**src/rtl/result_drain_ctrl_if.sv**
```systemverilog
// Command, results-SRAM read port and host stream of the result drain controller.
// The host/bench side uses the master modport; the controller uses the slave modport.
interface result_drain_ctrl_if #(
  parameter int ADDRESSSIZE     = 10,
  parameter int PARTIAL_SUM_BW  = 20,
  parameter int MATRIX_SIZE     = 8,
  parameter int WORDSIZE_Result = PARTIAL_SUM_BW * MATRIX_SIZE
);
  logic                       start;
  logic [ADDRESSSIZE-1:0]     base_addr;
  logic [ADDRESSSIZE:0]       num_rows;
  logic                       busy;
  logic                       done;
  logic                       sram_read_req;
  logic [ADDRESSSIZE-1:0]     sram_address;
  logic [WORDSIZE_Result-1:0] sram_data_in;
  // out_valid/out_ready: a row transfers in any cycle where both are high; once
  // out_valid rises it stays high with out_data/out_last/out_row_idx stable until accepted.
  logic                       out_valid;
  logic                       out_ready;
  logic [WORDSIZE_Result-1:0] out_data;
  logic                       out_last;
  logic [ADDRESSSIZE-1:0]     out_row_idx;
  logic [1:0]                 dbg_state;

  modport master (
    output start, base_addr, num_rows, sram_data_in, out_ready,
    input  busy, done, sram_read_req, sram_address,
    input  out_valid, out_data, out_last, out_row_idx, dbg_state
  );

  modport slave (
    input  start, base_addr, num_rows, sram_data_in, out_ready,
    output busy, done, sram_read_req, sram_address,
    output out_valid, out_data, out_last, out_row_idx, dbg_state
  );
endinterface

```
**src/rtl/result_drain_ctrl.sv**
```systemverilog
// Streams a tile of rows from the results SRAM to the host through a 4-entry FWFT FIFO,
// issuing reads only while FIFO occupancy plus the in-flight read leaves room.
module result_drain_ctrl #(
  parameter int ADDRESSSIZE     = 10,
  parameter int PARTIAL_SUM_BW  = 20,
  parameter int MATRIX_SIZE     = 8,
  parameter int WORDSIZE_Result = PARTIAL_SUM_BW * MATRIX_SIZE
) (
  input  logic               clk,
  input  logic               rstn,
  result_drain_ctrl_if.slave bus
);
  localparam logic [1:0] S_IDLE  = 2'd0;
  localparam logic [1:0] S_READ  = 2'd1;
  localparam logic [1:0] S_DRAIN = 2'd2;
  localparam logic [1:0] S_DONE  = 2'd3;
  localparam int ENTRY_W = WORDSIZE_Result + ADDRESSSIZE + 1;
  localparam logic [ADDRESSSIZE:0]   ONE_ROW  = (ADDRESSSIZE+1)'(1);
  localparam logic [ADDRESSSIZE-1:0] ADDR_INC = ADDRESSSIZE'(1);

  logic [1:0]             r_state;
  logic [ADDRESSSIZE-1:0] r_next_addr;
  logic [ADDRESSSIZE-1:0] r_addr_q;
  logic [ADDRESSSIZE:0]   r_reads_left;
  logic [ADDRESSSIZE-1:0] r_issue_idx;
  logic                   r_inflight;
  logic [ADDRESSSIZE-1:0] r_inflight_idx;
  logic                   r_inflight_last;
  logic [ENTRY_W-1:0]     r_fifo [4];
  logic [1:0]             r_wptr;
  logic [1:0]             r_rptr;
  logic [2:0]             r_count;

  logic                   w_issue;
  logic                   w_push;
  logic                   w_pop;
  logic                   w_valid;
  logic                   w_last_hs;
  logic [ENTRY_W-1:0]     w_head;

  // Credit: the read issued now lands next cycle, so it must be counted against the FIFO.
  assign w_issue   = (r_state == S_READ) && (r_reads_left != '0) &&
                     (({1'b0, r_count} + {3'b000, r_inflight}) < 4'd4);
  assign w_valid   = (r_count != 3'd0);
  assign w_head    = r_fifo[r_rptr];
  assign w_push    = r_inflight;
  assign w_pop     = w_valid & bus.out_ready;
  assign w_last_hs = w_pop & w_head[ENTRY_W-1];

  assign bus.busy          = (r_state == S_READ) || (r_state == S_DRAIN);
  assign bus.done          = (r_state == S_DONE);
  assign bus.sram_read_req = w_issue;
  assign bus.sram_address  = w_issue ? r_next_addr : r_addr_q;
  assign bus.out_valid     = w_valid;
  assign bus.out_data      = w_valid ? w_head[WORDSIZE_Result-1:0] : '0;
  assign bus.out_row_idx   = w_valid ? w_head[WORDSIZE_Result +: ADDRESSSIZE] : '0;
  assign bus.out_last      = w_valid & w_head[ENTRY_W-1];
  assign bus.dbg_state     = r_state;

  always_ff @(posedge clk or negedge rstn) begin
    if (!rstn) begin
      r_state         <= S_IDLE;
      r_next_addr     <= '0;
      r_addr_q        <= '0;
      r_reads_left    <= '0;
      r_issue_idx     <= '0;
      r_inflight      <= 1'b0;
      r_inflight_idx  <= '0;
      r_inflight_last <= 1'b0;
    end else begin
      r_inflight <= w_issue;
      if (w_issue) begin
        r_addr_q        <= r_next_addr;
        r_next_addr     <= r_next_addr + ADDR_INC;
        r_reads_left    <= r_reads_left - ONE_ROW;
        r_issue_idx     <= r_issue_idx + ADDR_INC;
        r_inflight_idx  <= r_issue_idx;
        r_inflight_last <= (r_reads_left == ONE_ROW);
      end
      case (r_state)
        S_IDLE: begin
          if (bus.start) begin
            r_next_addr  <= bus.base_addr;
            r_reads_left <= bus.num_rows;
            r_issue_idx  <= '0;
            r_state      <= (bus.num_rows == '0) ? S_DONE : S_READ;
          end
        end
        S_READ: begin
          if (w_last_hs)                                   r_state <= S_DONE;
          else if (w_issue && (r_reads_left == ONE_ROW))   r_state <= S_DRAIN;
        end
        S_DRAIN: begin
          if (w_last_hs) r_state <= S_DONE;
        end
        default: r_state <= S_IDLE;
      endcase
    end
  end

  always_ff @(posedge clk or negedge rstn) begin
    if (!rstn) begin
      r_wptr  <= 2'd0;
      r_rptr  <= 2'd0;
      r_count <= 3'd0;
    end else begin
      if (w_push) r_wptr <= r_wptr + 2'd1;
      if (w_pop)  r_rptr <= r_rptr + 2'd1;
      r_count <= r_count + {2'b00, w_push} - {2'b00, w_pop};
    end
  end

  // Storage needs no reset: entries are only observed while r_count says they are live.
  always_ff @(posedge clk) begin
    if (w_push) r_fifo[r_wptr] <= {r_inflight_last, r_inflight_idx, bus.sram_data_in};
  end
endmodule

```
**src/flat_wrapper.sv**
```systemverilog
// flat-port wrapper written by rule: the top's interface ports become plain ports
module result_drain_ctrl_flat 
#(
  parameter int ADDRESSSIZE     = 10,
  parameter int PARTIAL_SUM_BW  = 20,
  parameter int MATRIX_SIZE     = 8,
  parameter int WORDSIZE_Result = PARTIAL_SUM_BW * MATRIX_SIZE
)
  (clk, rstn, bus_start, bus_base_addr, bus_num_rows, bus_sram_data_in, bus_out_ready, bus_busy, bus_done, bus_sram_read_req, bus_sram_address, bus_out_valid, bus_out_data, bus_out_last, bus_out_row_idx, bus_dbg_state);
  result_drain_ctrl_if #(.ADDRESSSIZE(ADDRESSSIZE), .PARTIAL_SUM_BW(PARTIAL_SUM_BW), .MATRIX_SIZE(MATRIX_SIZE), .WORDSIZE_Result(WORDSIZE_Result)) bus_i ();
  input  logic clk;
  input  logic rstn;
  input wire logic [$bits(bus_i.start)-1:0] bus_start;
  input wire logic [$bits(bus_i.base_addr)-1:0] bus_base_addr;
  input wire logic [$bits(bus_i.num_rows)-1:0] bus_num_rows;
  input wire logic [$bits(bus_i.sram_data_in)-1:0] bus_sram_data_in;
  input wire logic [$bits(bus_i.out_ready)-1:0] bus_out_ready;
  output wire logic [$bits(bus_i.busy)-1:0] bus_busy;
  output wire logic [$bits(bus_i.done)-1:0] bus_done;
  output wire logic [$bits(bus_i.sram_read_req)-1:0] bus_sram_read_req;
  output wire logic [$bits(bus_i.sram_address)-1:0] bus_sram_address;
  output wire logic [$bits(bus_i.out_valid)-1:0] bus_out_valid;
  output wire logic [$bits(bus_i.out_data)-1:0] bus_out_data;
  output wire logic [$bits(bus_i.out_last)-1:0] bus_out_last;
  output wire logic [$bits(bus_i.out_row_idx)-1:0] bus_out_row_idx;
  output wire logic [$bits(bus_i.dbg_state)-1:0] bus_dbg_state;
  assign bus_i.start = bus_start;
  assign bus_i.base_addr = bus_base_addr;
  assign bus_i.num_rows = bus_num_rows;
  assign bus_i.sram_data_in = bus_sram_data_in;
  assign bus_i.out_ready = bus_out_ready;
  assign bus_busy = bus_i.busy;
  assign bus_done = bus_i.done;
  assign bus_sram_read_req = bus_i.sram_read_req;
  assign bus_sram_address = bus_i.sram_address;
  assign bus_out_valid = bus_i.out_valid;
  assign bus_out_data = bus_i.out_data;
  assign bus_out_last = bus_i.out_last;
  assign bus_out_row_idx = bus_i.out_row_idx;
  assign bus_dbg_state = bus_i.dbg_state;
  result_drain_ctrl #(.ADDRESSSIZE(ADDRESSSIZE), .PARTIAL_SUM_BW(PARTIAL_SUM_BW), .MATRIX_SIZE(MATRIX_SIZE), .WORDSIZE_Result(WORDSIZE_Result)) u_core (.clk(clk), .rstn(rstn), .bus(bus_i));
endmodule
```
**config.mk**
```make
export PLATFORM = sky130hd
export DESIGN_NAME = result_drain_ctrl_flat
export DESIGN_NICKNAME = d
export VERILOG_FILES = /design/src/rtl/result_drain_ctrl_if.sv /design/src/rtl/result_drain_ctrl.sv /design/src/flat_wrapper.sv
export SDC_FILE = /design/constraint.sdc
export NUM_CORES = 1
export LEC_CHECK = 0
export CELL_PAD_IN_SITES_DETAIL_PLACEMENT = 2
export CELL_PAD_IN_SITES_GLOBAL_PLACEMENT = 2
export CORE_UTILIZATION = 35
export CTS_BUF_LIST = sky130_fd_sc_hd__clkbuf_16
export DETAILED_ROUTE_END_ITERATION = 16
export MAX_ROUTING_LAYER = met4
export PLACE_DENSITY_LB_ADDON = 0.1
export SYNTH_ARGS = -nofsm -noshare
export SYNTH_HDL_FRONTEND = slang
export SYNTH_SLANG_ARGS = --single-unit
```
**constraint.sdc**
```tcl
create_clock -name clk -period 5.14 [get_ports clk]
set_input_delay 1.028 -clock clk [delete_from_list [all_inputs] [get_ports clk]]
set_output_delay 1.028 -clock clk [all_outputs]
set_load 0.1 [all_outputs]
```
Yosys cells after proc, flatten, opt, wreduce, memory -nomap -nowiden --
Memory sizes are Yosys's and may differ from the RTL's. Cells that the tools add are included.
Storage, ports and cells: word-level logic and storage cells 60, memory bits (writable) 684, bits in latches 0, bits of input ports 185, bits in registers 62, memories 1, bits in read-only memories 0
Memories:
- u_core.r_fifo | words 4, width 171, read ports 1, clocked after memory_dff 0, wr ports 1, RTL line result_drain_ctrl.sv:29 | logic [ENTRY_W-1:0] r_fifo [4];
Cells by class: mux-type cells 20, add/subtract/negate cells 8, div/mod/pow operators 0, magnitude comparators 1, equality and inequality tests 7, bitwise logic cells 3, multipliers 0, shift operators 0, reduce and logical (&&, ||, !) cells 9
Operators by type and width (count):
- two-way mux 160 bit | 1
- two-way mux 10 bit | 8
- two-way mux 11 bit | 3
- adder 10 x 1 -> 10 bit (second input constant) | 2
- == test 11 x 1 -> 1 bit (second input constant) | 1
- zero test 11 bit | 1
- nonzero test 11 bit | 1
- subtractor 11 x 1 -> 11 bit (second input constant) | 1
- two-way mux 2 bit | 5
- case mux 2 bit (3 select lines) | 1
- adder 2 x 1 -> 2 bit (second input constant) | 2
- adder 3 x 1 -> 4 bit | 1
- == test 2 bit (second input constant) | 2
- less-than comparator 4 x 3 -> 1 bit (second input constant) | 1
- adder 3 x 1 -> 3 bit | 1
- bitwise AND 1 bit | 3
- logical AND 1 bit | 3
- != test 3 x 2 -> 1 bit (second input constant) | 1
- AND reduction 3 bit | 1
- nonzero test 3 bit | 1
- subtractor 3 x 1 -> 3 bit | 1
- == test 2 x 1 -> 1 bit (second input constant) | 1
- zero test 2 bit | 1
- two-way mux 1 bit | 2
- 3 further kinds | 3

Longest topological paths before layout --
Gate-level depths: netlist of the first run.
depth in word-level cells 7, mapped depth 10, gate-level depth less buffers 8

Worst setup path after synthesis of the first run --
No wires, ideal clock.
path type flip-flop to flip-flop, start point register u_core.r_wptr[0], end point memory u_core.r_fifo[2][0] (netlist name), enable pin, data required time 4.588 ns, arrival 4.515 ns, setup slack 0.072 ns, stages on the path, launching flop included 4, cells stage by stage dfrtp_1 -> inv_1 -> ha_1 -> and2_1
RTL lines:
- start: declaration | RTL line result_drain_ctrl.sv:30 | logic [1:0] r_wptr;
- start signal: assignment | RTL line result_drain_ctrl.sv:107 | if (w_push) r_wptr <= r_wptr + 2'd1;
- end: declaration | RTL line result_drain_ctrl.sv:29
Straight into the memory's write port.

Final worst setup path of the first run --
start point register u_core.r_count[1], end point output port bus_out_data[121]
Between the ends: cells in the longest elaborated chain, start to end 2
Ends and longest elaborated chain:
- start: declaration | RTL line result_drain_ctrl.sv:32 | logic [2:0] r_count;
- start signal: assignment | RTL line result_drain_ctrl.sv:109 | r_count <= r_count + {2'b00, w_push} - {2'b00, w_pop};
- nonzero test 3 bit | RTL line result_drain_ctrl.sv:44 | assign w_valid = (r_count != 3'd0);
- two-way mux 160 bit | RTL line result_drain_ctrl.sv:55 | assign bus.out_data = w_valid ? w_head[WORDSIZE_Result-1:0] : '0;
- end: declaration | RTL line flat_wrapper.sv:23 | output wire logic [$bits(bus_i.out_data)-1:0] bus_out_data;
Every way passes these cells.

==> results by group, run 1 <==
Status
  – Status: complete, no violations

Synth
  – Async set or reset register ratio after synthesis: 8.31%
  – Synthesized area per cell: slightly above 20 sq um
  – Post-synth EDFFs: 684
  – Syn Nets: 1627
  – Register area share after synthesis: between 70% and 80%
  – Count of cell types in the netlist: 47
  – Mapped Cells: 1426
  – #FFs+latches synth: between 700 and 800
  – Cell taking the most area after synthesis: edfxtp_1
  – Post-synth top flop: edfxtp_1
  – Post-synth top cells: edfxtp_1, and2_1, mux4_2
  – Synth area leaders: edfxtp_1, mux4_2, dfrtp_1, and2_1, nand2_1
  – Post-synth top area share: a little under three quarters
  – Netlist Area Pre-Place: 0.0289 sq mm
  – Ys Warns: 0
  – Most common cell in the netlist: edfxtp_1

Timing
  – WHS: 0.480 ns
  – Period utilisation layout: between 80% and 90%
  – RSZ-0062 raised after global routing: no
  – Final hold violation count: 0
  – Worst Skew: 0.0262 ns
  – Tmin final: 4.47 ns
  – Max Fclk: 224 MHz
  – Setup Viol. Count Final: 0
  – Max Slew Vio Count: 0
  – Slew HR: roughly 28%
  – Post-route setup TNS: 0 ns
  – Worst Tran Pin Value: 1.08 ns

Final layout
  – Share of layout cells above drive strength 1: 23.9%
  – Area growth from synthesis to layout: 25.5%
  – Nets: 2042
  – Area occupied by multi-input gates: 0.00645 sq mm
  – FF/Latch Area: 0.0221 sq mm
  – Fillers: 7451

Global routing
  – GRT Util Overall: 18.2%
  – Largest net degree at the start of global routing: 90
  – Grt total ovfl: 0
  – Initial antenna violation count: 11
  – First-pass GRT wire length: 109 mm
  – Vias in the first global route: roughly 16000

Floorplanning
  – Core ar.: 0.0811 sq mm
  – Die area: 0.0837 sq mm
  – Initial core utilization: between 30% and 40%
  – Chip width: 289 um
  – Top-level port count: 372
  – Die height: roughly 290 um
  – Site Rows: 104

Routing
  – DR vias: between 10000 and 15000
  – DRT iter0 DRCs: 683
  – Via density: 4.90
  – DRC: 0
  – ANT nets after route: 0
  – 1st-pass router iterations: 7
  – Total routed wirelength: around 74 mm
  – Wire per inst: 24.7 um

Clock tree
  – CTS root buf: clkbuf_16
  – CTS Buffer Depth: 3
  – Post-CTS sizing: 0
  – CTS tree: built
  – CTS clk-pin slew, worst paths: ~0.060 ns
  – Clock Latency Late Sink: around 0.63 ns
  – H-tree depth: 3
  – # hold bufs at CTS: 0
  – CTS Buf Count: 84
  – Postcts setup bufs: 0
  – Sinks on Clock Net: 746

Worst setup path
  – Startpoint Class: register
  – Worst Setup SP: u_core.r_count[1]
  – Biggest cell delay along the critical path: 1.14 ns
  – CP arrival: 3.44 ns
  – Worst r2r path cells: 8
  – Max FO, Critical Path: 62
  – Worst flop-to-flop path startpoint: u_core.r_count[1]
  – Worst setup EP type: output port
  – CP Class: register to output port
  – Critical-path cell list: or3_4, buf_4, and2_1, clkdlybuf4s50_1
  – CP required: slightly above 4 ns
  – Critical-path top delay cell: clkdlybuf4s50_1
  – R2R setup slack: roughly 2.1 ns
  – Worst flop-to-flop path endpoint: u_core.r_count[2]

Hold path
  – Hold crit path type: register to register
  – Min-delay src: u_core.r_addr_q[8]
  – Worst Hold End: u_core.r_addr_q[8]
  – Hold Path Stages: 2

Placement
  – Hpwl dp: 46.3 mm
  – GP Congestion: 0.733
  – Port Buffer Count: 371

Run
  – Max-Cap Viols: 0
[routing by layer]
layer  vias to the layer above  share of wire (%)  track usage, %  routed length, um
li1                       6499                  -               -                  -
met1                      7733                 40            21.7              29600
met2                       285                 53            31.1              39100
met3                        89                5.1            3.83               3740
met4                         0                1.7            5.21               1220
met5                         -                  0               -                  0
[registers in the layout, summed over array words and instances, names as in the netlist]
register	cells
u_core.r_fifo	684
u_core.r_reads_left	11
u_core.r_addr_q	10
u_core.r_inflight_idx	10
u_core.r_issue_idx	10
u_core.r_next_addr	10
u_core.r_count	3
u_core.bus.dbg_state	2
u_core.r_rptr	2
u_core.r_wptr	2
u_core.r_inflight	1
u_core.r_inflight_last	1
[placed cells by master (no fill, tap or decap), types with 4 or more instances in the layout]
cell type          n
a21oi_1            5
a31oi_1            8
and2_1           173
and2_4             4
and3_1             4
buf_12            11
buf_4            141
clkbuf_16         85
clkdlybuf4s50_1  247
clkinv_1          14
clkinv_2          19
clkinvlp_4         4
dfrtp_1           60
diode_2           11
edfxtp_1         684
ha_1              15
inv_1             33
mux4_2           171
nand2_1           91
nand3_1            8
nand4_1            9
nor2_1            24
nor3_1             5
nor4_1             9
o21ai_0            9
o21ai_1            6
or3_1              4
xnor2_1           13
xor2_1            13
[worst max-delay path by stage]
| stage | endpoint | slack [ns] |
|---|---|---|
| after floorplan | u_core.r_fifo[2][0] | 0.07 |
| after global placement | bus_out_data[107] | 1.28 |
| after detailed placement | bus_out_data[122] | 1.21 |
| after CTS | bus_out_data[121] | 0.53 |
| after global routing | bus_out_data[121] | 0.45 |
| final | bus_out_data[121] | 0.67 |
[area by class of cell]
type                            count  area share [%]
Sequential cell                   746            61.0
Multi-Input combinational cell    597            17.8
Timing Repair Buffer              400            10.4
Clock buffer                       85            5.87
Tap cell                         1060            3.66
Clock inverter                     67            1.09
Inverter                           12           0.124
Antenna cell                       11          0.0760
[stage by stage]
step / instances / util (%) / area, sq um / setup slack (ns)
floorplan: 1426 / - / 28900 / 0.0722
finish: 2978 / 44.7 / 36200 / 0.670
global route: 2978 / 44.7 / 36200 / 0.450
CTS: 2967 / 44.7 / 36200 / 0.528
detailed placement: 2815 / 41.5 / 33700 / 1.21
global placement: 2815 / 41.5 / 33700 / 1.28
[worst max-delay path, delay by kind of cell (launching register included)]
family / cells / cell delay [ns]
buffers and inverters: 2 / 1.48
and+or+nand+nor: 2 / 0.87
DFF: 1 / 0.41
[cells by family after synthesis]
group	after synthesis	share of synthesized area [%]
DFF	746	76.5
and+or+nand+nor	346	6.61
muxes	173	13.4
buffers and inverters	83	1.21
AOI/OAI and AO/OA	36	0.767
xor gates and xnor gates	26	0.788
adders and majority gates	16	0.719
Power of run 1 is left out: the tool's default activity adds up to more than one toggle a clock period on the data nets, which glitch-free logic cannot reach.
==> run 2: changes to the inputs <==
--- a/config.mk
+++ b/config.mk
@@ -9,7 +9,9 @@
 export CELL_PAD_IN_SITES_GLOBAL_PLACEMENT = 2
 export CORE_UTILIZATION = 35
 export CTS_BUF_LIST = sky130_fd_sc_hd__clkbuf_16
+export CTS_CLUSTER_DIAMETER = 100
 export DETAILED_ROUTE_END_ITERATION = 16
+export HOLD_SLACK_MARGIN = 0.06
 export MAX_ROUTING_LAYER = met4
 export PLACE_DENSITY_LB_ADDON = 0.1
 export SYNTH_ARGS = -nofsm -noshare
==> results of run 2 <==
The final DEF is identical to that of run 1; final timing and power are the same.
Power of run 2 is left out for the same reason.
